<file path="src/rtl/gumnut_bus_pkg.sv">
// Shared types and constants for the Gumnut 8-bit data bus blocks.
// Latency: n/a (declarations only).
// Backpressure: n/a.
package gumnut_bus_pkg;

    // Default bus geometry, reused by other blocks hanging off the data bus
    localparam int BUS_ADDR_W = 8;
    localparam int BUS_DATA_W = 8;

    // Arbiter FSM: idle or holding the bus for one master
    typedef enum logic [1:0] {
        IDLE = 2'd0,
        GNT0 = 2'd1,
        GNT1 = 2'd2
    } arb_state_t;

    // One-hot grant encodings (bit0 = m0, bit1 = m1)
    localparam logic [1:0] GNT_NONE = 2'b00;
    localparam logic [1:0] GNT_M0   = 2'b01;
    localparam logic [1:0] GNT_M1   = 2'b10;

    // Grant vector implied by an arbiter state
    function automatic logic [1:0] grant_of(input arb_state_t s);
        case (s)
            GNT0:    return GNT_M0;
            GNT1:    return GNT_M1;
            default: return GNT_NONE;
        endcase
    endfunction

endpackage

</file>
<file path="src/rtl/gumnut_bus_watchdog.sv">
// Stall watchdog: counts enabled cycles and flags the TIMEOUT-th consecutive one.
// Latency: expire is combinational in the TIMEOUT-th enabled cycle; count clears that cycle.
// Backpressure: none; clr has priority over counting and suppresses expire.
module gumnut_bus_watchdog #(
    parameter int TIMEOUT = 15
) (
    input  logic clk_i,
    input  logic rst_ni,
    input  logic count_en,
    input  logic clr,
    output logic expire
);

    localparam int                CNT_W = $clog2(TIMEOUT + 1);
    localparam logic [CNT_W-1:0]  LIMIT = CNT_W'(TIMEOUT - 1);

    logic [CNT_W-1:0] count;

    // Count holds the number of stalled cycles already seen, so the
    // TIMEOUT-th stalled cycle is the one where count == TIMEOUT-1.
    assign expire = count_en & ~clr & (count == LIMIT);

    // Stall counter: restart on clear or on expiry, else advance while enabled
    always_ff @(posedge clk_i or negedge rst_ni) begin
        if (!rst_ni) begin
            count <= '0;
        end else if (clr || expire) begin
            count <= '0;
        end else if (count_en) begin
            count <= count + 1'b1;
        end
    end

endmodule

</file>
<file path="src/rtl/gumnut_data_arbiter.sv">
// Two-master round-robin arbiter for the Gumnut data bus, grant locked for the whole cyc.
// Latency: one cycle from cyc to grant; slave signals are a combinational mux once granted.
// Backpressure: the losing master simply waits; a stalled strobe is terminated by err after TIMEOUT cycles.
module gumnut_data_arbiter
    import gumnut_bus_pkg::*;
#(
    parameter int ADDR_W  = BUS_ADDR_W,
    parameter int DATA_W  = BUS_DATA_W,
    parameter int TIMEOUT = 15
) (
    input  logic              clk_i,
    input  logic              rst_ni,
    // master 0: core data port
    input  logic              m0_cyc_i,
    input  logic              m0_stb_i,
    input  logic              m0_we_i,
    input  logic [ADDR_W-1:0] m0_adr_i,
    input  logic [DATA_W-1:0] m0_dat_i,
    output logic [DATA_W-1:0] m0_dat_o,
    output logic              m0_ack_o,
    output logic              m0_err_o,
    // master 1: secondary requester
    input  logic              m1_cyc_i,
    input  logic              m1_stb_i,
    input  logic              m1_we_i,
    input  logic [ADDR_W-1:0] m1_adr_i,
    input  logic [DATA_W-1:0] m1_dat_i,
    output logic [DATA_W-1:0] m1_dat_o,
    output logic              m1_ack_o,
    output logic              m1_err_o,
    // slave
    output logic              s_cyc_o,
    output logic              s_stb_o,
    output logic              s_we_o,
    output logic [ADDR_W-1:0] s_adr_o,
    output logic [DATA_W-1:0] s_dat_o,
    input  logic [DATA_W-1:0] s_dat_i,
    input  logic              s_ack_i,
    output logic [1:0]        grant_o
);

    arb_state_t state;
    arb_state_t state_nxt;
    logic       last_m1;      // 1 when m1 was the most recently served master

    logic              in_gnt;
    logic              sel_m1;
    logic              g_cyc;
    logic              g_stb;
    logic              g_we;
    logic [ADDR_W-1:0] g_adr;
    logic [DATA_W-1:0] g_dat;
    logic              wd_en;
    logic              wd_expire;

    assign in_gnt = (state != IDLE);
    assign sel_m1 = (state == GNT1);

    // Granted master's bus signals
    assign g_cyc = sel_m1 ? m1_cyc_i : m0_cyc_i;
    assign g_stb = sel_m1 ? m1_stb_i : m0_stb_i;
    assign g_we  = sel_m1 ? m1_we_i  : m0_we_i;
    assign g_adr = sel_m1 ? m1_adr_i : m0_adr_i;
    assign g_dat = sel_m1 ? m1_dat_i : m0_dat_i;

    // Read data is broadcast; ack gating decides who actually consumes it
    assign m0_dat_o = s_dat_i;
    assign m1_dat_o = s_dat_i;

    // A stall is a granted, strobing cycle without ack. Anything else
    // (ack, strobe low, cyc dropped ahead of a grant change, idle) clears it,
    // and an ack in the expiry cycle masks the error.
    assign wd_en = in_gnt & g_cyc & g_stb & ~s_ack_i;

    gumnut_bus_watchdog #(
        .TIMEOUT (TIMEOUT)
    ) u_watchdog (
        .clk_i    (clk_i),
        .rst_ni   (rst_ni),
        .count_en (wd_en),
        .clr      (~wd_en),
        .expire   (wd_expire)
    );

    // Next-state: round-robin on a tie from idle, hold while the owner keeps cyc,
    // hand over directly to a waiting master when the owner releases
    always_comb begin
        state_nxt = state;
        case (state)
            IDLE: begin
                if (m0_cyc_i && m1_cyc_i) begin
                    state_nxt = last_m1 ? GNT0 : GNT1;
                end else if (m0_cyc_i) begin
                    state_nxt = GNT0;
                end else if (m1_cyc_i) begin
                    state_nxt = GNT1;
                end
            end
            GNT0: begin
                if (!m0_cyc_i) begin
                    state_nxt = m1_cyc_i ? GNT1 : IDLE;
                end
            end
            GNT1: begin
                if (!m1_cyc_i) begin
                    state_nxt = m0_cyc_i ? GNT0 : IDLE;
                end
            end
            default: state_nxt = IDLE;
        endcase
    end

    // FSM state, registered grant and last-served pointer
    always_ff @(posedge clk_i or negedge rst_ni) begin
        if (!rst_ni) begin
            state   <= IDLE;
            grant_o <= GNT_NONE;
            last_m1 <= 1'b1;          // pretend m1 went last so m0 wins the first tie
        end else begin
            state   <= state_nxt;
            grant_o <= grant_of(state_nxt);
            if (state == GNT0 && state_nxt != GNT0) begin
                last_m1 <= 1'b0;
            end else if (state == GNT1 && state_nxt != GNT1) begin
                last_m1 <= 1'b1;
            end
        end
    end

    // Slave-side mux and per-master ack/err steering; everything is zero while idle
    always_comb begin
        s_cyc_o  = 1'b0;
        s_stb_o  = 1'b0;
        s_we_o   = 1'b0;
        s_adr_o  = '0;
        s_dat_o  = '0;
        m0_ack_o = 1'b0;
        m1_ack_o = 1'b0;
        m0_err_o = 1'b0;
        m1_err_o = 1'b0;
        if (in_gnt) begin
            s_cyc_o  = g_cyc;
            s_stb_o  = g_stb & ~wd_expire;   // abort the strobe in the timeout cycle
            s_we_o   = g_we;
            s_adr_o  = g_adr;
            s_dat_o  = g_dat;
            m0_ack_o = ~sel_m1 & s_ack_i & m0_stb_i;
            m1_ack_o =  sel_m1 & s_ack_i & m1_stb_i;
            m0_err_o = ~sel_m1 & wd_expire;
            m1_err_o =  sel_m1 & wd_expire;
        end
    end

endmodule

</file>
<file path="config.mk">
export PLATFORM = sky130hd
export DESIGN_NAME = gumnut_data_arbiter
export DESIGN_NICKNAME = d
export VERILOG_FILES = /design/src/rtl/gumnut_bus_pkg.sv /design/src/rtl/gumnut_bus_watchdog.sv /design/src/rtl/gumnut_data_arbiter.sv
export SDC_FILE = /design/constraint.sdc
export NUM_CORES = 1
export LEC_CHECK = 0
export CAP_MARGIN = 20
export CORE_UTILIZATION = 29
export DETAILED_ROUTE_END_ITERATION = 8
export GPL_ROUTABILITY_DRIVEN = 0
export HOLD_SLACK_MARGIN = 0.1
export MAX_ROUTING_LAYER = met4
export PLACE_DENSITY = 0.93
export SYNTH_ARGS = -nofsm -noshare
export SYNTH_HDL_FRONTEND = slang
export SYNTH_SLANG_ARGS = --single-unit
export TNS_END_PERCENT = 5
</file>
<file path="constraint.sdc">
create_clock -name clk_i -period 2.6 [get_ports clk_i]
set_clock_uncertainty 0.1 [all_clocks]
set_input_delay 0.52 -clock clk_i [delete_from_list [all_inputs] [get_ports clk_i]]
set_output_delay 0.52 -clock clk_i [all_outputs]
set_load 0.05 [all_outputs]
</file>
Yosys cells after proc, flatten, opt, wreduce, memory -nomap -nowiden
Index checks and enable logic that the tools add are counted.

cells by class
  bitwise gates (word level) = 15
  mux-type cells = 28
  reductions and logical operators = 8
  eq/ne operators = 7
  $add $sub $neg = 1

operator list
  kind                                                  number
  two-way mux 8 bit                                     4
  two-way mux 2 bit                                     7
  two-way mux 1 bit                                     13
  bitwise AND 1 bit                                     11
  two-way mux 4 bit                                     2
  one-hot mux 2 bit (3 select lines)                    1
  nonzero test 2 bit                                    3
  adder 4 x 1 -> 4 bit (second input constant)          1
  equality test 2 x 1 -> 1 bit (second input constant)  2
  equality test 2 bit (second input constant)           2
  equality test 4 bit (second input constant)           1
  inverter 1 bit                                        4
  one-hot mux 2 bit (2 select lines)                    1
  logical AND 1 bit                                     3
  zero test 2 bit                                       1
  != test 2 x 1 -> 1 bit (second input constant)        1
  != test 2 bit (second input constant)                 1
  logical OR 1 bit                                      1

storage, ports and cells
  input bits = 49
  register bits = 9
  logic and storage cells = 63

Depth between registers and ports, before layout
Gate-level depths: netlist (run 1).

  word-level depth = 9
  gate-level depth with buffers = 5
  gate-level depth less buffers = 5

Hierarchy
Synthesis (run 1) repeated with hierarchy kept, for this count alone.

unflattened totals
  cells, all modules = 89
  area, all modules = 787.0 um^2

by module, submodules not included
  module               sequential area each (um^2)  area each (um^2)  times used  cells an instance
  gumnut_data_arbiter  126.4                        571.8             1           68
  gumnut_bus_watchdog  100.1                        215.2             1           21

Worst setup path after synthesis (run 1)
Ideal clock, no wire load.

  kind = reg-to-output
  start point = register state[0]
  end point = output port m0_err_o
  path slack = 0.047 ns
  data arrival time = 1.933 ns
  cell stages (with the launch flop) = 5
  cells stage by stage = dfrtp_1 > buf_2 > buf_1 > nand2_1 > nor3_1

between the ends
  word-level cells in the longest chain between the ends = 8

RTL lines
  element                         RTL line                    source
  start: declaration              gumnut_data_arbiter.sv:42   arb_state_t state;
  start signal: assignment        gumnut_data_arbiter.sv:120  state <= state_nxt;
  equality test 2 bit             gumnut_data_arbiter.sv:57   assign sel_m1 = (state == GNT1);
  two-way mux 1 bit               gumnut_data_arbiter.sv:60   assign g_cyc = sel_m1 ? m1_cyc_i : m0_cyc_i;
  bitwise AND 1 bit (3 in a row)  gumnut_data_arbiter.sv:73   assign wd_en = in_gnt & g_cyc & g_stb & ~s_ack_i;
  bitwise AND 1 bit               gumnut_bus_watchdog.sv:21   assign expire = count_en & ~clr & (count == LIMIT);
  bitwise AND 1 bit               gumnut_data_arbiter.sv:149  m0_err_o = ~sel_m1 & wd_expire;
  two-way mux 1 bit (*)           gumnut_data_arbiter.sv:141  if (in_gnt) begin
  end: declaration                gumnut_data_arbiter.sv:21   output logic m0_err_o,

Mark *: on every way between the ends. The rest lies on a longest branch, timed or not.

Final worst setup path (run 1)
  start point = input port m1_stb_i
  end point = output port m1_err_o

between the ends
  word-level cells in the longest chain between the ends = 6

RTL lines
  element                         RTL line                    source
  start: declaration              gumnut_data_arbiter.sv:24   input logic m1_stb_i,
  two-way mux 1 bit               gumnut_data_arbiter.sv:61   assign g_stb = sel_m1 ? m1_stb_i : m0_stb_i;
  bitwise AND 1 bit (2 in a row)  gumnut_data_arbiter.sv:73
  bitwise AND 1 bit               gumnut_bus_watchdog.sv:21
  bitwise AND 1 bit               gumnut_data_arbiter.sv:150  m1_err_o = sel_m1 & wd_expire;
  two-way mux 1 bit               gumnut_data_arbiter.sv:141
  end: declaration                gumnut_data_arbiter.sv:30   output logic m1_err_o,

Every way passes these cells.

==> flow_summary.ini, run 1 <==
[power_and_ir_drop]
p_leak_nw = 0.687
peakVddDrop_uv = 408
total_power_mw = 0.930
power_density_nw_per_um2 = 578

[floorplanning]
start_util = 0.312
fp-row-count = 18
die_y_um = 53.8
core_area_um2 = 2500
io-pin-count = 90
die_area_um2 = 2900
dieWidth_um = 53.8

[sta]
rsz0062_at_grt = false
finalCriticalPeriod_ns = 2.49
finalCritPeriodShare = 0.956
maxSlewHeadroom = 0.672
worst_pin_slew_ns = 0.491
max_freq_mhz = 402
fin_setup_tns_ns = 0
drv_slew = 0
whs_ns = 0.405
setup_ws_ns = 0.114
hold_violations = 0
setup_violations = 0

[setup_path]
crit_path_end_kind = primary output
cp-start-kind = primary input
worst_path_largest_cell_delay_ns = 0.52
path_delay_family = buffers and inverters
crit_chain = clkdlybuf4s50_1 > nor2b_1 > mux2i_2 > nor4b_4 > buf_12
arrival_ns = 1.87
criticalPathCategory = primary input to primary output
worstPathMaxFanout = 4
slowest_stage = clkdlybuf4s50_1
crit_required_ns = 1.98
path_buf_inv = 2

[layout]
syn2layout_area_growth_pct = 106
fill_cells = 193
drive_gt1_frac = 0.246
finalNonFillerCells = 168
final_nets = 190
diodes = 0

[global_route]
grt_pass1_vias = 855
track_usage = 0.189
grt_pass1_wl_um = 3700
grt_max_degree = 21
grt_overflow = 0
antenna_found_initial = 0

[logic_synthesis]
yosys_warnings = 0
syn_nets = 137
synth.distinct_cells = 28
synth_cells = 86
ys_seq_area_frac = 0.291
synth_area_um2 = 779
avgSynthCellArea_um2 = 9.06
synth_seq_cells = 9

[placed_design]
numPortBuffers = 65
dp.cells = 164
place_ws_ns = 0.0614
dp_hpwl_um = 2230

[route]
drt-initial-drc-count = 6
finalWirelength_um = 2610
viasPerCell = 4.92
firstDrtPassIters = 4
ant_nets = 0
drc = 0
vias = 827
wl_per_cell_um = 15.5

[cts]
postCtsHoldBufs = 0
cts_num_sinks = 9
clockRootBuffer = clkbuf_4
cts_htree_levels = 1
clock_latency_ns = 0.25
cts_buffer_depth = 2
tritoncts = yes
numCtsBuffers = 3
clkTransAtPathRegs_ns = 0.06

[run]
max-cap-violations = 0

[outcome]
outcome = finished clean

[worst_hold_path]
holdCritPathClass = register to register
cell families (layout without fill, tap and decap cells):
| family | after synthesis | after routing | synth area share |
|---|---|---|---|
| AOI/OAI and AO/OA | 25 | 25 | 0.258 |
| DFF | 9 | 9 | 0.291 |
| xor gates and xnor gates | 2 | 2 | 0.0225 |
| and+or+nand+nor | 23 | 23 | 0.181 |
| muxes | 1 | 1 | 0.0177 |
| buffers and inverters | 24 | 76 | 0.197 |
| adders and majority gates | 2 | 2 | 0.0321 |
cell type report:
class / count / area, um2 / share of cell area
well taps: 30 / 37.5 / 0.0233
clock buffers: 4 / 26.3 / 0.0163
multi-input cells: 53 / 408 / 0.254
flip-flops and latches: 9 / 226 / 0.141
repair buffers: 69 / 898 / 0.559
inverters: 3 / 11.3 / 0.00700
where the power goes:
part	internal [mW]	switching (mW)	total [mW]
logic	0.317	0.332	0.649
clock network	0.0589	0.0450	0.104
registers	0.160	0.0171	0.177
total	0.536	0.394	0.930
synth_stat cells:
| cell | number | area share |
|---|---|---|
| a21oi_1 | 1 | 0.0064 |
| a22o_1 | 18 | 0.20 |
| and2_1 | 3 | 0.024 |
| and3_1 | 2 | 0.016 |
| and3b_1 | 1 | 0.011 |
| buf_1 | 1 | 0.0048 |
| buf_2 | 3 | 0.019 |
| buf_4 | 16 | 0.15 |
| clkbuf_1 | 1 | 0.0048 |
| dfrtp_1 | 8 | 0.26 |
| dfstp_2 | 1 | 0.034 |
| ha_1 | 2 | 0.032 |
| inv_1 | 3 | 0.014 |
| mux2i_2 | 1 | 0.018 |
| nand2_1 | 1 | 0.0048 |
| nand3_1 | 2 | 0.013 |
| nor2_1 | 4 | 0.019 |
| nor2b_1 | 3 | 0.024 |
| nor2b_4 | 1 | 0.018 |
| nor3_1 | 5 | 0.032 |
| nor4b_2 | 1 | 0.019 |
| o21ai_0 | 1 | 0.0064 |
| o21ai_1 | 2 | 0.013 |
| o22a_1 | 1 | 0.011 |
| o22ai_1 | 1 | 0.0080 |
| o31a_1 | 1 | 0.011 |
| xnor2_1 | 1 | 0.011 |
| xor2_1 | 1 | 0.011 |
layout by cell type, fill, tap and decap left out, types with 2 or more instances in the layout:
master	synthesis	layout
nor2_1	4	4
and3_1	2	2
a22o_1	18	18
ha_1	2	2
clkdlybuf4s50_1	0	42
nor2b_1	3	3
clkbuf_4	0	3
nor3_1	5	5
o21ai_1	2	2
nand3_1	2	2
buf_12	0	22
buf_4	16	5
and2_1	3	3
inv_1	3	3
dfrtp_1	8	8
state kept, by name, summed over array words and instances (netlist names):
register / cells
grant_o: 2
state: 2
u_watchdog.count: 4
last_m1: 1
worst reg2reg max path, stage by stage (launching register included):
cell	delay, ns
dfrtp_1	0.44
nor2b_4	0.34
mux2i_2	0.41
buf_4	0.20
nor3_1	0.05
metrics by stage:
step                      utilization  instance area, um2
final                           0.643                1610
after global routing            0.643                1610
after CTS                       0.640                1600
after detailed placement        0.629                1570
after global placement          0.629                1570
after floorplan                     -                 779
timing repair:
action | 4_1_cts | 5_1_grt
endpoints found under the setup margin | 0 | 1
buffers inserted | 0 | 0
gates resized for setup | 0 | 1
final timing paths:
path / startpoint / to / slack [ns] / cells past startpoint
setup / recovery: m1_stb_i / m1_err_o / 0.11 / 5
hold / removal: u_watchdog.count[0]$_DFFE_PN0P_ / u_watchdog.count[0]$_DFFE_PN0P_ / 0.40 / 1
setup reg to reg: state[1]$_DFF_PN0_ / u_watchdog.count[1]$_DFFE_PN0P_ / 0.93 / 4
hold reg to reg: u_watchdog.count[0]$_DFFE_PN0P_ / u_watchdog.count[0]$_DFFE_PN0P_ / 0.40 / 1
max in group asynchronous: rst_ni / last_m1$_DFFE_PN1P_ / 1.63 / 1
min in group asynchronous: rst_ni / state[0]$_DFF_PN0_ / 0.45 / 1
metal layers:
layer  vias up  track usage  share of wire
li1        400            -              -
met1       375        0.165           0.31
met2        43        0.344           0.56
met3         9       0.0706           0.11
met4         0        0.105          0.018
met5         -            -              0
(Power assumes the default switching activity.)
==> inputs of run 2 (changes only) <==
--- a/config.mk
+++ b/config.mk
@@ -12,6 +12,8 @@
 export HOLD_SLACK_MARGIN = 0.1
 export MAX_ROUTING_LAYER = met4
 export PLACE_DENSITY = 0.93
+export REMOVE_ABC_BUFFERS = 1
+export SETUP_SLACK_MARGIN = 0.05
 export SYNTH_ARGS = -nofsm -noshare
 export SYNTH_HDL_FRONTEND = slang
 export SYNTH_SLANG_ARGS = --single-unit
==> flow_summary.ini, run 2 (synthesis gave the netlist of run 1 again) <==
[sta]
hold_violations = 0
setup_violations = 0
rsz0062_at_grt = false
whs_ns = 0.400
finalCriticalPeriod_ns = 2.52
worst_pin_slew_ns = 0.493
drv_slew = 0
maxSlewHeadroom = 0.670
max_freq_mhz = 397
finalCritPeriodShare = 0.968
setup_ws_ns = 0.0821

[layout]
syn2layout_area_growth_pct = 107
largest_reg_flops = 4
diodes = 0
drive_gt1_frac = 0.248
top_regs = u_watchdog.count x4, grant_o x2, state x2
regMostFlops = u_watchdog.count
final_cell_mix = clkdlybuf4s50_1, buf_12, a22o_1, dfrtp_1, nor3_1
final_nets = 189
final_common_cell = clkdlybuf4s50_1
final_util = 0.645

[placed_design]
dp_hpwl_um = 2070
numPortBuffers = 65
place_ws_ns = 0.0552

[setup_path]
crit_required_ns = 1.98
worstPathMaxFanout = 7
arrival_ns = 1.90
crit_path_end_kind = primary output
criticalPathCategory = primary input to primary output
cp-start-kind = primary input

[cts]
cts_htree_levels = 1
clkTransAtPathRegs_ns = 0.06
cts_num_sinks = 9
clockRootBuffer = clkbuf_4
clock_latency_ns = 0.26
cts_buffer_depth = 2
numCtsBuffers = 3
tritoncts = yes
cts_setup_buffers = 0

[route]
ant_nets = 0
drt-initial-drc-count = 12
finalWirelength_um = 2470
firstDrtPassIters = 4
drc = 0
wl_per_cell_um = 14.8
viasPerCell = 5.13
vias = 856

[floorplanning]
die_y_um = 53.8
io-pin-count = 90
die_area_um2 = 2900
fp-row-count = 18
start_util = 0.312
core_area_um2 = 2500
dieWidth_um = 53.8

[outcome]
outcome = finished clean

[power_and_ir_drop]
peakVddDrop_uv = 350
power_density_nw_per_um2 = 578
p_leak_nw = 0.685

[global_route]
use_met3 = 0.0650
grt_max_degree = 21
antenna_found_initial = 0
met2_usage = 0.298
grt_pass1_vias = 815
grt_overflow = 0
busiest_layer = met2
track_usage = 0.175
grt_pass1_wl_um = 3550
met1_usage = 0.183

[run]
max-cap-violations = 0

[worst_hold_path]
holdCritPathClass = register to register
run 2: area by class of cell:
type | count | area (um2)
fillers | 200 | 888
multi-input cells | 53 | 419
well taps | 30 | 37.5
flip-flops and latches | 9 | 226
clock buffers | 4 | 26.3
inverters | 3 | 11.3
repair buffers | 68 | 891
run 2: report_power, final:
group          switching, mW  total (mW)  internal [mW]
combinational          0.330       0.648          0.318
sequential            0.0160       0.176          0.160
clock                 0.0481       0.107         0.0591
total                  0.395       0.931          0.536
run 2: routing by layer:
metal | part of all wire | wire, um
met5 | 0 | 0
met4 | 0.0057 | 14
met3 | 0.069 | 171
met2 | 0.57 | 1420
met1 | 0.35 | 868
run 2: what timing repair did:
action                                  4_1_cts  5_1_grt
pin swaps                                     1        0
resized for setup                             0        3
hold buffers                                  0        0
endpoints found under the setup margin        1        2
run 2: metrics by stage:
stage          TNS [ns]  instances  power (mW)  cell area, um2
2_1_floorplan    -0.470         65       0.488             637
3_3_place_gp          0        163       0.812            1570
3_5_place_dp          0        163       0.823            1570
4_1_cts               0        167       0.931            1590
5_1_grt               0        167       0.973            1610
6_report              0        167       0.931            1610
run 2: final timing paths:
path                                                  from                               to  slack, ns  cells after the start
max                                               m0_stb_i                          s_stb_o       0.08                      5
min                        u_watchdog.count[0]$_DFFE_PN0P_  u_watchdog.count[0]$_DFFE_PN0P_       0.40                      1
max reg2reg                u_watchdog.count[0]$_DFFE_PN0P_  u_watchdog.count[2]$_DFFE_PN0P_       1.21                      5
min reg2reg                u_watchdog.count[0]$_DFFE_PN0P_  u_watchdog.count[0]$_DFFE_PN0P_       0.40                      1
max in group asynchronous                           rst_ni              last_m1$_DFFE_PN1P_       1.62                      1
min in group asynchronous                           rst_ni               state[1]$_DFF_PN0_       0.46                      1
run 2: critical path, cell delays in order:
cell and delay (ns):
clkdlybuf4s50_1 0.50, nor2b_1 0.24, mux2i_4 0.15, o31a_1 0.33, buf_12 0.16
==> inputs of run 3 (changes only) <==
--- a/config.mk
+++ b/config.mk
@@ -5,13 +5,14 @@
 export SDC_FILE = /design/constraint.sdc
 export NUM_CORES = 1
 export LEC_CHECK = 0
+export ABC_AREA = 1
 export CAP_MARGIN = 20
-export CORE_UTILIZATION = 29
+export CORE_UTILIZATION = 31
 export DETAILED_ROUTE_END_ITERATION = 8
 export GPL_ROUTABILITY_DRIVEN = 0
 export HOLD_SLACK_MARGIN = 0.1
 export MAX_ROUTING_LAYER = met4
-export PLACE_DENSITY = 0.93
+export PLACE_DENSITY = 0.94
 export REMOVE_ABC_BUFFERS = 1
 export SETUP_SLACK_MARGIN = 0.05
 export SYNTH_ARGS = -nofsm -noshare
==> flow_summary.ini, run 3 <==
[placed_design]
dp_hpwl_um = 2400
place_ws_ns = 0.233
numPortBuffers = 65
post_dp_cell_area_um2 = 1650

[run]
max-cap-violations = 0

[logic_synthesis]
synth.most_common_cell = nand2_1
synth_top_family_by_area = simple AND/OR/NAND/NOR gates
synth_cells = 129
ys_seq_area_frac = 0.265
yosysTopAreaCell = dfrtp_1
synth.distinct_cells = 22
synth-xor-area-share = 0.0205
synth_area_um2 = 856
synth_top_area_frac = 0.234
synth-edff-count = 0
avgSynthCellArea_um2 = 6.63
yosys-top-cells-area = dfrtp_1, nand2_1, buf_4, nand3_1, inv_1
synthAdderAreaFrac = 0.0292
synth_compound_area_frac = 0.0453
async_flop_share = 1.00
synth_seq_cells = 9
ys.flop_type = dfrtp_1
netlist_top_cells_count = nand2_1, nand3_1, buf_4
muxShareOfSynthArea = 0
yosys.area_share.simple = 0.423
yosys_warnings = 0

[cts]
postCtsHoldBufs = 0
cts_htree_levels = 1
clkTransAtPathRegs_ns = 0.05
clockRootBuffer = clkbuf_4
cts_setup_buffers = 0
clock_latency_ns = 0.25
cts_resized = 0
numCtsBuffers = 3
tritoncts = yes
cts_num_sinks = 9
cts_buffer_depth = 2

[power_and_ir_drop]
power_density_nw_per_um2 = 688
p_leak_nw = 0.797
peakVddDrop_uv = 516
total_power_mw = 1.15

[setup_path]
arrival_ns = 1.76
criticalPathCategory = primary input to primary output
cp-start-kind = primary input
crit_required_ns = 1.98
r2r_cells = 6
crit_path_end_kind = primary output
worstPathMaxFanout = 4

[global_route]
busiest_layer = met2
grt_max_degree = 21
met2_usage = 0.311
antenna_found_initial = 0
use_met3 = 0.158
met1_usage = 0.223
grt_pass1_wl_um = 4300
grt_pass1_vias = 973
track_usage = 0.215
grt_overflow = 0

[sta]
max_freq_mhz = 420
hold_violations = 0
setup_ws_ns = 0.222
worst_pin_slew_ns = 0.510
setup_violations = 0
finalCriticalPeriod_ns = 2.38
finalCritPeriodShare = 0.915
fin_setup_tns_ns = 0
drv_slew = 0
rsz0062_at_grt = false
maxSlewHeadroom = 0.659

[route]
drt-initial-drc-count = 12
finalWirelength_um = 2910
viasPerCell = 4.91
ant_nets = 0
wl_per_cell_um = 13.9
vias = 1032
firstDrtPassIters = 6
drc = 0

[layout]
top_regs = u_watchdog.count x4, grant_o x2, state x2
syn2layout_area_growth_pct = 96.1
final_nets = 232
diodes = 0
final_cell_mix = nand2_1, clkdlybuf4s50_1, buf_12, nand3_1
largest_reg_flops = 4
final_area_um2 = 1680
drive_gt1_frac = 0.217
final_common_cell = nand2_1
regMostFlops = u_watchdog.count

[floorplanning]
die_y_um = 54.5
fp-row-count = 18
die_area_um2 = 2970
core_area_um2 = 2540
dieWidth_um = 54.5
start_util = 0.336
io-pin-count = 90

[worst_hold_path]
holdCritPathClass = register to register
hold_depth = 2

[outcome]
outcome = finished clean
## run 3: critical path: stages
cell	delay, ns
clkdlybuf4s50_1	0.56
nand3_1	0.10
nand2_1	0.09
nand4_2	0.12
nor2_1	0.20
buf_12	0.16
## run 3: final timing paths
check / startpoint / endpoint / slack (ns)
min in group asynchronous: rst_ni / grant_o[1]$_DFF_PN0_ / 0.45
worst max-delay path: m1_cyc_i / m0_err_o / 0.22
worst min register to register: last_m1$_DFFE_PN1P_ / last_m1$_DFFE_PN1P_ / 0.39
worst max register to register: state[0]$_DFF_PN0_ / u_watchdog.count[3]$_DFFE_PN0P_ / 1.05
worst min-delay path: last_m1$_DFFE_PN1P_ / last_m1$_DFFE_PN1P_ / 0.39
max in group asynchronous: rst_ni / last_m1$_DFFE_PN1P_ / 1.64
## run 3: power breakdown
part	switching [mW]	total [mW]	internal, mW
sequential	0.0246	0.193	0.168
clock	0.0435	0.102	0.0588
combinational	0.477	0.860	0.382
## run 3: cells by family after synthesis
kind of cell | after synthesis
XOR/XNOR | 2
adder cells (fa/ha/maj) | 2
AO/OA/AOI/OAI | 7
AND/OR/NAND/NOR | 78
flip-flops | 9
buffers and inverters | 31
## run 3: area by class of cell
cell class              count  area [um2]
fillers                   188         867
multi-input cells          89         443
well taps                  30        37.5
inverters                   9        33.8
clock buffers               4        26.3
repair buffers             69         911
flip-flops and latches      9         226
## run 3: stage by stage
stage	utilization	instances	hold WS (ns)
2_1_floorplan	-	107	0.124
3_3_place_gp	0.649	206	0.371
3_5_place_dp	0.649	206	0.387
4_1_cts	0.659	210	0.395
5_1_grt	0.659	210	0.420
6_report	0.659	210	0.389
## run 3: routing by layer
| layer | part of all wire | vias up |
|---|---|---|
| met4 | 0.013 | 0 |
| met1 | 0.36 | 452 |
| met2 | 0.45 | 77 |
| li1 | - | 499 |
| met3 | 0.18 | 4 |
| met5 | 0 | - |
